### src/rtl/signed_divider_8_by_4.sv
// Sequential signed divider: restoring shift-subtract on magnitudes, then sign fix-up.
// Define SIGNED_DIVIDER_OVF_SAT_EN to saturate the overflow quotient instead of wrapping it.
module signed_divider_8_by_4 #(
  parameter int DIVIDEND_W = 8,
  parameter int DIVISOR_W  = 4
) (
  input  logic                  clk,
  input  logic                  rst_n,
  input  logic                  start,
  input  logic [DIVIDEND_W-1:0] dividend,
  input  logic [DIVISOR_W-1:0]  divisor,
  output logic                  busy,
  output logic                  done,
  output logic [DIVIDEND_W-1:0] quotient,
  output logic [DIVISOR_W-1:0]  remainder,
  output logic                  div_by_zero,
  output logic                  overflow,
  output logic [1:0]            state_dbg
);

  // Handshake: start is sampled only in IDLE; done is a one-cycle pulse in
  // which results and flags are valid; busy covers the CALC and FIX cycles.

  typedef enum logic [1:0] {
    S_IDLE = 2'd0,
    S_CALC = 2'd1,
    S_FIX  = 2'd2,
    S_DONE = 2'd3
  } state_t;

  localparam int CNT_W = $clog2(DIVIDEND_W + 1);

  state_t                state_q, state_d;
  logic [CNT_W-1:0]      cnt_q, cnt_d;
  logic [DIVIDEND_W-1:0] dvd_q, dvd_d;     // dividend magnitude, becomes quotient magnitude
  logic [DIVISOR_W-1:0]  dvs_q, dvs_d;
  logic [DIVISOR_W:0]    acc_q, acc_d;
  logic                  dvd_neg_q, dvd_neg_d;
  logic                  dvs_neg_q, dvs_neg_d;
  logic                  dz_q, dz_d;
  logic [DIVIDEND_W-1:0] quot_q, quot_d;
  logic [DIVISOR_W-1:0]  rem_q, rem_d;
  logic                  dbz_q, dbz_d;
  logic                  ovf_q, ovf_d;

  logic [DIVISOR_W:0]    trial;
  logic [DIVISOR_W:0]    diff;
  logic [DIVISOR_W-1:0]  rem_mag;
  logic                  q_neg;

  assign trial   = {acc_q[DIVISOR_W-1:0], dvd_q[DIVIDEND_W-1]};
  assign diff    = trial - {1'b0, dvs_q};
  assign rem_mag = acc_q[DIVISOR_W-1:0];
  assign q_neg   = dvd_neg_q ^ dvs_neg_q;

  always_ff @(posedge clk) begin
    if (!rst_n) begin
      state_q   <= S_IDLE;
      cnt_q     <= '0;
      dvd_q     <= '0;
      dvs_q     <= '0;
      acc_q     <= '0;
      dvd_neg_q <= 1'b0;
      dvs_neg_q <= 1'b0;
      dz_q      <= 1'b0;
      quot_q    <= '0;
      rem_q     <= '0;
      dbz_q     <= 1'b0;
      ovf_q     <= 1'b0;
    end else begin
      state_q   <= state_d;
      cnt_q     <= cnt_d;
      dvd_q     <= dvd_d;
      dvs_q     <= dvs_d;
      acc_q     <= acc_d;
      dvd_neg_q <= dvd_neg_d;
      dvs_neg_q <= dvs_neg_d;
      dz_q      <= dz_d;
      quot_q    <= quot_d;
      rem_q     <= rem_d;
      dbz_q     <= dbz_d;
      ovf_q     <= ovf_d;
    end
  end

  always_comb begin
    state_d   = state_q;
    cnt_d     = cnt_q;
    dvd_d     = dvd_q;
    dvs_d     = dvs_q;
    acc_d     = acc_q;
    dvd_neg_d = dvd_neg_q;
    dvs_neg_d = dvs_neg_q;
    dz_d      = dz_q;
    quot_d    = quot_q;
    rem_d     = rem_q;
    dbz_d     = dbz_q;
    ovf_d     = ovf_q;

    case (state_q)
      S_IDLE: begin
        if (start) begin
          dvd_neg_d = dividend[DIVIDEND_W-1];
          dvs_neg_d = divisor[DIVISOR_W-1];
          // The most-negative value negates to itself, which is still the
          // correct unsigned magnitude.
          dvd_d     = dividend[DIVIDEND_W-1] ? -dividend : dividend;
          dvs_d     = divisor[DIVISOR_W-1] ? -divisor : divisor;
          acc_d     = '0;
          cnt_d     = '0;
          dz_d      = (divisor == '0);
          dbz_d     = 1'b0;
          ovf_d     = 1'b0;
          state_d   = (divisor == '0) ? S_FIX : S_CALC;
        end
      end
      S_CALC: begin
        if (trial >= {1'b0, dvs_q}) begin
          acc_d = diff;
          dvd_d = {dvd_q[DIVIDEND_W-2:0], 1'b1};
        end else begin
          acc_d = trial;
          dvd_d = {dvd_q[DIVIDEND_W-2:0], 1'b0};
        end
        cnt_d = cnt_q + 1'b1;
        if (cnt_q == CNT_W'(DIVIDEND_W - 1)) state_d = S_FIX;
      end
      S_FIX: begin
        if (dz_q) begin
          quot_d = '0;
          rem_d  = '0;
          dbz_d  = 1'b1;
        end else begin
          quot_d = q_neg ? -dvd_q : dvd_q;
          rem_d  = dvd_neg_q ? -rem_mag : rem_mag;
          // Only a positive result can exceed the signed range (magnitude 2^(W-1)).
          if (!q_neg && dvd_q[DIVIDEND_W-1]) begin
            ovf_d = 1'b1;
`ifdef SIGNED_DIVIDER_OVF_SAT_EN
            quot_d = {1'b0, {(DIVIDEND_W-1){1'b1}}};
`else
            quot_d = {1'b1, {(DIVIDEND_W-1){1'b0}}};
`endif
          end
        end
        state_d = S_DONE;
      end
      S_DONE: begin
        state_d = S_IDLE;
      end
      default: begin
        state_d = S_IDLE;
      end
    endcase
  end

  assign busy        = (state_q == S_CALC) || (state_q == S_FIX);
  assign done        = (state_q == S_DONE);
  assign quotient    = quot_q;
  assign remainder   = rem_q;
  assign div_by_zero = dbz_q;
  assign overflow    = ovf_q;
  assign state_dbg   = state_q;

endmodule
### config.mk
export PLATFORM = sky130hd
export DESIGN_NAME = signed_divider_8_by_4
export DESIGN_NICKNAME = d
export VERILOG_FILES = /design/src/rtl/signed_divider_8_by_4.sv
export SDC_FILE = /design/constraint.sdc
export NUM_CORES = 1
export LEC_CHECK = 0
export CAP_MARGIN = 20
export CORE_MARGIN = 4
export CORE_UTILIZATION = 40
export DETAILED_ROUTE_END_ITERATION = 10
export GPL_TIMING_DRIVEN = 0
export PLACE_DENSITY = 0.73
export SYNTH_ARGS = -nofsm -noshare
export SYNTH_HDL_FRONTEND = slang
export SYNTH_SLANG_ARGS = --single-unit
### constraint.sdc
create_clock -name clk -period 2.5 [get_ports clk]
set_input_delay 0.625 -clock clk [delete_from_list [all_inputs] [get_ports clk]]
set_output_delay 0.625 -clock clk [all_outputs]
set_load 0.01 [all_outputs]
==> results.py, run 1 <==
metrics = {
    "global_route": {
        "grt_max_degree": 13,
        "gr-usage-all-layers_pct": 15.34,
        "grt_pass1_vias": 1897,
        "grt_pass1_wl_um": 9004,
        "antenna_found_initial": 0,
        "grt_overflow_total": 0,
    },
    "synthesis": {
        "synth_warnings": 0,
        "synthesis.nets": 316,
        "synth-seq-cells": 39,
        "ys_async_sr_fraction_pct": 0,
        "synth.area.top_cells": "dfxtp_1 (34%), ha_1 (7.0%), nand2_1 (4.4%)",
        "ys_seq_area_share_pct": 33.57,
        "synth_top_flop_cell": "dfxtp_1",
        "synthCells": 287,
        "yosys.area.top_type": "dfxtp_1",
        "synth_top_area_share_pct": 33.57,
        "synth_edf_count": 0,
        "synth_area_per_cell_um2": 8.104,
        "synth_area_um2": 2326,
        "yosysMostFrequentCell": "dfxtp_1",
        "synthTopCellsByCount": "dfxtp_1 (39), nand2_1 (27), nor2_1 (24)",
        "yosysUniqueCellTypes": 57,
    },
    "detailed_routing": {
        "firstDrtPassIters": 4,
        "ant_nets": 0,
        "drcViolationCount": 0,
        "avgRoutedWirePerCell_um": 13.44,
        "num_vias": 2127,
        "drt_iter0_drc": 123,
        "routed_wl_um": 5335,
        "avgViaCountPerCell": 5.358,
    },
    "finish": {
        "seqCellArea_um2": 780.7,
        "final_nets": 353,
        "syn2layout_area_growth_pct": 21.84,
        "diodes": 0,
        "drive_above_1_share_pct": 8.615,
        "multi_input_area_um2": 1421,
        "design_area_um2": 2834,
        "nFillCells": 553,
    },
    "setup_path": {
        "cp.required_ps": 1880,
        "crit_path_cell_trace": "inv_1, ha_1, clkdlybuf4s50_1",
        "cp_num_buf_inv": 2,
        "slowest_stage": "clkdlybuf4s50_1",
        "start_kind": "flop",
        "crit_fanout": 5,
        "crit_type": "reg -> out",
        "cpLargestDelayFamily": "buffers and inverters",
        "max_stage_delay_ps": 540,
        "endpoint_kind": "primary output",
        "worstPathArrival_ps": 1620,
    },
    "sta": {
        "finalCritPeriodShare_pct": 89.98,
        "setup_tns_ps": 0,
        "layout_min_cycle_time_ps": 2249,
        "hold_viol_final": 0,
        "finalSetupViolations": 0,
        "max_freq_ghz": 0.4446,
        "slew_violations": 0,
        "tightest_slew_ps": 546.3,
        "grt_setup_unrepaired": "false",
        "clock_skew_ps": 5.166,
        "worst_slew_margin_rel_pct": 63.40,
    },
    "placement": {
        "dpl-instance-area_um2": 2716,
        "dp_hpwl_um": 4044,
        "place_congestion": 0.8559,
        "portBuffers": 30,
    },
    "die": {
        "die_area_um2": 7099,
        "rows": 27,
        "fp.dieH_um": 84.26,
        "die_x_um": 84.26,
        "io_pins": 33,
        "coreArea_um2": 5574,
        "start_util_pct": 41.73,
    },
    "flow_run": {
        "drv_cap": 0,
    },
    "power_and_ir_drop": {
        "p_leak_nw": 1.025,
        "powerDensity_nw_per_um2": 952.0,
        "ir_drop_v": 0.0006999,
    },
    "clock_network": {
        "cts_hold_buf": 0,
        "cts_root_buf": "clkbuf_8",
        "htree_levels": 2,
        "cts_num_sinks": 39,
        "cts_tree": "built",
        "clkTransAtPathRegs_ps": 80,
        "clkLatencyLatePin_ps": 290,
        "cts_buffers": 5,
        "clockBufferDepth": 2,
        "cts_resized": 0,
        "post_cts_buffers": 0,
    },
    "hold_path": {
        "hold_class": "reg -> reg",
    },
    "outcome": {
        "status": "finished clean",
    },
}
[worst reg2reg max path: stages (launching register included)]
cell and delay (ps):
dfxtp_1 440, inv_1 110, ha_1 240, nand2b_1 160, a21oi_1 380, o21ai_0 150
a31o_2 260
[cells by family after synthesis]
logic type                 Yosys count  synth area share [%]
and+or+nand+nor                    116                 26.09
muxes                                5                 2.206
adders and majority gates           14                 7.854
AOI/OAI and AO/OA                   74                 20.50
buffers and inverters               28                 5.325
DFF                                 39                 33.57
xor gates and xnor gates            11                 4.465
[stage by stage]
step,power [mW],worst slack [ps],cells,hold WS [ps],util [%]
after floorplan,1.786,732.5,287,440.0,-
after global placement,2.135,80.38,389,435.5,48.73
after detailed placement,2.158,90.12,389,440.7,48.73
after CTS,2.704,232.3,397,451.9,50.84
after global routing,2.903,139.8,397,494.8,50.84
final,2.698,250.6,397,452.1,50.84
[per-layer routing]
metal | vias up | part of all wire [%] | track usage, %
met5 | - | 0 | 0
met4 | 0 | 1.4 | 4.240
met3 | 7 | 5.9 | 3.140
met2 | 51 | 45 | 24.18
met1 | 975 | 48 | 21.27
li1 | 1094 | - | -
[registers in the layout, summed over array words and instances (netlist names)]
signal / cells
dvd_q: 8
quotient: 8
acc_q: 4
cnt_q: 4
dvs_q: 4
remainder: 4
state_dbg: 2
div_by_zero: 1
dvd_neg_q: 1
dvs_neg_q: 1
dz_q: 1
overflow: 1
[power breakdown]
group | internal [mW] | switching, mW | leakage, nW | total (mW)
Sequential | 0.738 | 0.135 | 0.317 | 0.873
Clock | 0.323 | 0.227 | 0.0612 | 0.550
Combinational | 0.538 | 0.736 | 0.647 | 1.27
Total | 1.60 | 1.10 | 1.03 | 2.70
[layout by cell type (no fill, tap or decap), drive strengths merged, types with 2 or more instances in the layout]
| cell | n |
|---|---|
| nor3b | 2 |
| and2 | 2 |
| clkbuf | 10 |
| nand2 | 28 |
| nand3b | 4 |
| buf | 7 |
| xnor2 | 9 |
| or3 | 2 |
| ha | 13 |
| a22oi | 2 |
| nor3 | 14 |
| o21ai | 22 |
| o31ai | 4 |
| nor4 | 2 |
| a211oi | 2 |
| a21oi | 19 |
| nor2 | 24 |
| clkdlybuf4s50 | 30 |
| a21boi | 5 |
| nand2b | 10 |
| or3b | 4 |
| o211ai | 6 |
| inv | 17 |
| o311ai | 2 |
| nor2b | 9 |
| a31oi | 4 |
| mux2i | 4 |
| xor2 | 2 |
| nand4 | 3 |
| nand3 | 8 |
| dfxtp | 39 |
[path summary, 6_finish.rpt]
check | from | to | slack [ps] | depth (start not counted)
setup / recovery | state_dbg[1]$_SDFFE_PN0P_ | busy | 250 | 3
hold / removal | quotient[6]$_SDFFE_PN0P_ | quotient[6]$_SDFFE_PN0P_ | 450 | 2
setup reg to reg | dvd_q[7]$_SDFFE_PN0P_ | acc_q[0]$_SDFFE_PN0P_ | 670 | 6
hold reg to reg | quotient[6]$_SDFFE_PN0P_ | quotient[6]$_SDFFE_PN0P_ | 450 | 2
[cell type report]
class                      count  share of cell area (%)
clock inverter                 2                   1.236
clock buffer                   6                   2.914
buffer                        11                   2.119
tap                           72                   3.179
timing repair buffer          30                   10.60
sequential                    39                   27.55
inverter                      17                   2.252
multi-input combinational    220                   50.15
No activity file was read; power rests on OpenSTA's default activity.
==> run 2: changes to the inputs <==
--- a/config.mk
+++ b/config.mk
@@ -9,7 +9,7 @@
 export CORE_MARGIN = 4
 export CORE_UTILIZATION = 40
 export DETAILED_ROUTE_END_ITERATION = 10
-export GPL_TIMING_DRIVEN = 0
+export GPL_TIMING_DRIVEN = 1
 export PLACE_DENSITY = 0.73
 export SYNTH_ARGS = -nofsm -noshare
 export SYNTH_HDL_FRONTEND = slang
==> run 2 against run 1 <==
  * Die area stayed put
  * Setup slack better by 14 ps
  * Sequential power hardly changed
  * Fmax is 0.62% higher
  * Utilization hardly changed
  * Clock-buffer cell count stayed put
  * Critical path type unchanged
==> results.py, run 2 (same netlist as run 1, synthesis figures left out) <==
metrics = {
    "outcome": {
        "status": "finished clean",
    },
    "finish": {
        "nFillCells": 557,
        "drive_above_1_share_pct": 8.411,
        "design_area_um2": 2831,
        "finalCoreUtilization_pct": 50.80,
        "layout_common_cells": "dfxtp_1 (39), clkdlybuf4s50_1 (32), nand2_1 (27)",
        "seqCellArea_um2": 780.7,
        "final_nets": 349,
        "diodes": 0,
        "multi_input_area_um2": 1421,
        "syn2layout_area_growth_pct": 21.73,
        "mostFrequentLayoutCell": "dfxtp_1",
    },
    "clock_network": {
        "cts_resized": 0,
        "clockBufferDepth": 2,
        "clkTransAtPathRegs_ps": 80,
        "clkLatencyLatePin_ps": 300,
        "cts_root_buf": "clkbuf_8",
        "cts_buffers": 5,
        "cts_hold_buf": 0,
        "cts_tree": "built",
        "cts_num_sinks": 39,
        "post_cts_buffers": 0,
        "htree_levels": 2,
    },
    "die": {
        "rows": 27,
        "die_area_um2": 7099,
        "die_x_um": 84.26,
        "coreArea_um2": 5574,
        "io_pins": 33,
        "fp.dieH_um": 84.26,
        "start_util_pct": 41.73,
    },
    "setup_path": {
        "endpoint_kind": "primary output",
        "cp_num_buf_inv": 2,
        "crit_path_cell_trace": "inv_1, ha_1, clkdlybuf4s50_1",
        "max_stage_delay_ps": 530,
        "start_kind": "flop",
        "crit_type": "reg -> out",
        "slowest_stage": "clkdlybuf4s50_1",
        "crit_fanout": 5,
        "worstPathArrival_ps": 1610,
        "cp.required_ps": 1880,
        "cpLargestDelayFamily": "buffers and inverters",
    },
    "sta": {
        "grt_setup_unrepaired": "false",
        "setup_tns_ps": 0,
        "slew_violations": 0,
        "worst_slew_margin_rel_pct": 55.64,
        "max_freq_ghz": 0.4473,
        "finalCritPeriodShare_pct": 89.42,
        "hold_viol_final": 0,
        "clock_skew_ps": 5.727,
        "finalSetupViolations": 0,
        "tightest_slew_ps": 665.4,
        "layout_min_cycle_time_ps": 2236,
        "fin_ws_ps": 264.5,
    },
    "detailed_routing": {
        "avgViaCountPerCell": 5.270,
        "firstDrtPassIters": 4,
        "drcViolationCount": 0,
        "num_vias": 2071,
        "avgRoutedWirePerCell_um": 13.35,
        "routed_wl_um": 5248,
        "ant_nets": 0,
        "drt_iter0_drc": 106,
    },
    "placement": {
        "dp_hpwl_um": 3923,
        "dpl-instance-area_um2": 2714,
        "portBuffers": 32,
        "place_congestion": 0.9006,
        "dp_slack_ps": 101.4,
    },
    "global_route": {
        "grt_pass1_vias": 1981,
        "grt_overflow_total": 0,
        "antenna_found_initial": 0,
        "grt_pass1_wl_um": 9032,
        "gr-usage-all-layers_pct": 15.45,
        "grt_max_degree": 28,
    },
    "power_and_ir_drop": {
        "p_leak_nw": 1.024,
        "powerDensity_nw_per_um2": 944.6,
        "ir_drop_v": 0.0006869,
    },
    "hold_path": {
        "hold_class": "reg -> reg",
    },
    "flow_run": {
        "drv_cap": 0,
    },
}
## run 2: cell types whose count changed in the layout (fill, tap and decap cells not counted), sizes merged
cell,delta
buf,-2
clkbuf,-4
clkdlybuf4s50,+2
## run 2: final timing paths
kind / from / endpoint / slack [ps] / depth (start not counted)
worst max-delay path: state_dbg[0]$_SDFFE_PN0P_ / busy / 260 / 3
worst min-delay path: quotient[6]$_SDFFE_PN0P_ / quotient[6]$_SDFFE_PN0P_ / 460 / 2
worst max register to register: state_dbg[0]$_SDFFE_PN0P_ / dvd_q[4]$_SDFFE_PN0P_ / 660 / 5
worst min register to register: quotient[6]$_SDFFE_PN0P_ / quotient[6]$_SDFFE_PN0P_ / 460 / 2
## run 2: final cells by class
cell class                      count  area share (%)
Clock inverter                      2           1.237
Clock buffer                        6           2.916
Sequential cell                    39           27.57
Multi-Input combinational cell    220           50.20
Timing Repair Buffer               37           12.64
Tap cell                           72           3.182
Inverter                           17           2.254
## run 2: worst register-to-register path, stage by stage (launching register included)
cell     delay [ps]
dfxtp_1         400
inv_1            80
ha_1            320
o21ai_2         580
nor2_1          120
a32o_1          230
## run 2: per-layer routing
| layer | vias up | GRT usage (%) | part of all wire [%] |
|---|---|---|---|
| met1 | 935 | 19.82 | 48 |
| met2 | 39 | 24.03 | 45 |
| li1 | 1084 | - | - |
| met5 | - | 0 | 0 |
| met3 | 13 | 3.435 | 4.2 |
| met4 | 0 | 8.333 | 2.7 |
## run 2: per-stage QoR
stage / hold WS [ps] / std cells / power (mW)
2_1_floorplan: 440.0 / 287 / 1.786
3_3_place_gp: 436.5 / 385 / 2.100
3_5_place_dp: 452.5 / 385 / 2.130
4_1_cts: 464.8 / 393 / 2.691
5_1_grt: 488.6 / 393 / 2.883
6_report: 459.2 / 393 / 2.675
## run 2: power breakdown
part / total [mW] / leakage (nW) / internal (mW) / switching, mW
registers: 0.872 / 0.317 / 0.738 / 0.134
clock network: 0.554 / 0.0612 / 0.323 / 0.231
logic: 1.25 / 0.645 / 0.523 / 0.727
total: 2.67 / 1.02 / 1.58 / 1.09
==> run 3: changes to the inputs <==
==> constraint.sdc (replaced) <==
create_clock -name clk -period 2.45 [get_ports clk]
set_input_delay 0.6125 -clock clk [delete_from_list [all_inputs] [get_ports clk]]
set_output_delay 0.6125 -clock clk [all_outputs]
set_load 0.01 [all_outputs]
==> run 3 against run 2 <==
  * Final area rose by 0.26%
  * Non-clock buffer count increased by 1
  * Flip-flop and latch count stayed put
  * Clock power about the same
  * Largest power group unchanged
==> results.py, run 3 (same netlist as run 1, synthesis figures left out) <==
metrics = {
    "outcome": {
        "status": "finished clean",
    },
    "finish": {
        "drive_above_1_share_pct": 8.696,
        "layout_common_cells": "dfxtp_1 (39), clkdlybuf4s50_1 (32), nand2_1 (27)",
        "nFillCells": 541,
        "final_nets": 350,
        "design_area_um2": 2839,
        "multi_input_area_um2": 1421,
        "syn2layout_area_growth_pct": 22.05,
        "diodes": 0,
        "finalCoreUtilization_pct": 50.93,
        "seqCellArea_um2": 780.7,
        "mostFrequentLayoutCell": "dfxtp_1",
    },
    "clock_network": {
        "cts_num_sinks": 39,
        "cts_tree": "built",
        "cts_resized": 0,
        "clkTransAtPathRegs_ps": 80,
        "clkLatencyLatePin_ps": 290,
        "htree_levels": 2,
        "cts_root_buf": "clkbuf_8",
        "post_cts_buffers": 0,
        "clockBufferDepth": 2,
        "cts_hold_buf": 0,
        "cts_buffers": 5,
    },
    "power_and_ir_drop": {
        "p_leak_nw": 1.029,
        "post-layout-total-power_mw": 2.714,
        "powerDensity_nw_per_um2": 955.9,
        "ir_drop_v": 0.0007902,
    },
    "placement": {
        "place_congestion": 0.8539,
        "dp_hpwl_um": 3794,
        "dpl-instance-area_um2": 2721,
        "portBuffers": 32,
    },
    "global_route": {
        "antenna_found_initial": 0,
        "gr-usage-all-layers_pct": 14.25,
        "grt_max_degree": 28,
        "grt_pass1_vias": 1840,
        "grt_pass1_wl_um": 8418,
        "grt_overflow_total": 0,
    },
    "setup_path": {
        "crit_type": "reg -> out",
        "worstPathArrival_ps": 1620,
        "crit_fanout": 5,
        "cp.required_ps": 1840,
        "endpoint_kind": "primary output",
        "start_kind": "flop",
        "r2r_start": "state_dbg[0]$_SDFFE_PN0P_",
        "critical_path.startpoint": "state_dbg[1]$_SDFFE_PN0P_",
    },
    "sta": {
        "grt_setup_unrepaired": "false",
        "max_freq_ghz": 0.4475,
        "hold_viol_final": 0,
        "finalCritPeriodShare_pct": 91.21,
        "clock_skew_ps": 5.775,
        "worst_slew_margin_rel_pct": 57.11,
        "finalSetupViolations": 0,
        "setup_tns_ps": 0,
        "tightest_slew_ps": 643.2,
        "layout_min_cycle_time_ps": 2235,
        "slew_violations": 0,
    },
    "die": {
        "fp.dieH_um": 84.26,
        "coreArea_um2": 5574,
        "rows": 27,
        "die_area_um2": 7099,
        "io_pins": 33,
        "start_util_pct": 41.73,
        "die_x_um": 84.26,
    },
    "detailed_routing": {
        "avgViaCountPerCell": 5.317,
        "ant_nets": 0,
        "drt_iter0_drc": 127,
        "firstDrtPassIters": 4,
        "routed_wl_um": 5107,
        "avgRoutedWirePerCell_um": 12.96,
        "num_vias": 2095,
        "drcViolationCount": 0,
    },
    "hold_path": {
        "hold_class": "reg -> reg",
        "worst_hold_startpoint": "quotient[6]$_SDFFE_PN0P_",
    },
    "flow_run": {
        "drv_cap": 0,
    },
}
run 3: changes by cell type in the layout (fill, tap and decap cells not counted), sizes merged:
cell  delta
buf      +1
run 3: critical path: stages, from the launching register on:
cell and delay (ps):
dfxtp_1 420, inv_1 80, ha_1 300, clkdlybuf4s50_1 540
run 3: final timing paths:
kind / endpoint / cells past startpoint / slack (ps)
max: busy / 3 / 220
min: quotient[6]$_SDFFE_PN0P_ / 2 / 450
max reg2reg: dvd_q[4]$_SDFFE_PN0P_ / 5 / 600
min reg2reg: quotient[6]$_SDFFE_PN0P_ / 2 / 450
run 3: area by class of cell:
| type | count | share of cell area [%] |
|---|---|---|
| multi-input combinational | 220 | 50.07 |
| sequential | 39 | 27.50 |
| timing repair buffer | 38 | 12.87 |
| tap | 72 | 3.173 |
| clock buffer | 6 | 2.909 |
| inverter | 17 | 2.248 |
| clock inverter | 2 | 1.234 |
run 3: routing by layer:
metal,up-vias,part of all wire (%),track usage (%)
li1,1088,-,-
met1,955,50,18.95
met2,45,45,22.45
met3,7,4.1,3.533
met4,0,1.1,4.971
met5,-,0,0
run 3: power breakdown:
group          leakage (nW)  switching [mW]  internal, mW
clock network        0.0612           0.225         0.330
registers             0.317           0.139         0.753
logic                 0.650           0.734         0.533
total                  1.03            1.10          1.62
run 3: through the flow:
stage,worst slack (ps),hold slack [ps],std cells
after CTS,197.0,451.2,394
after global routing,86.89,488.2,394
after global placement,189.6,438.9,386
after floorplan,695.0,440.0,287
after detailed placement,153.2,440.0,386
final,215.2,447.0,394
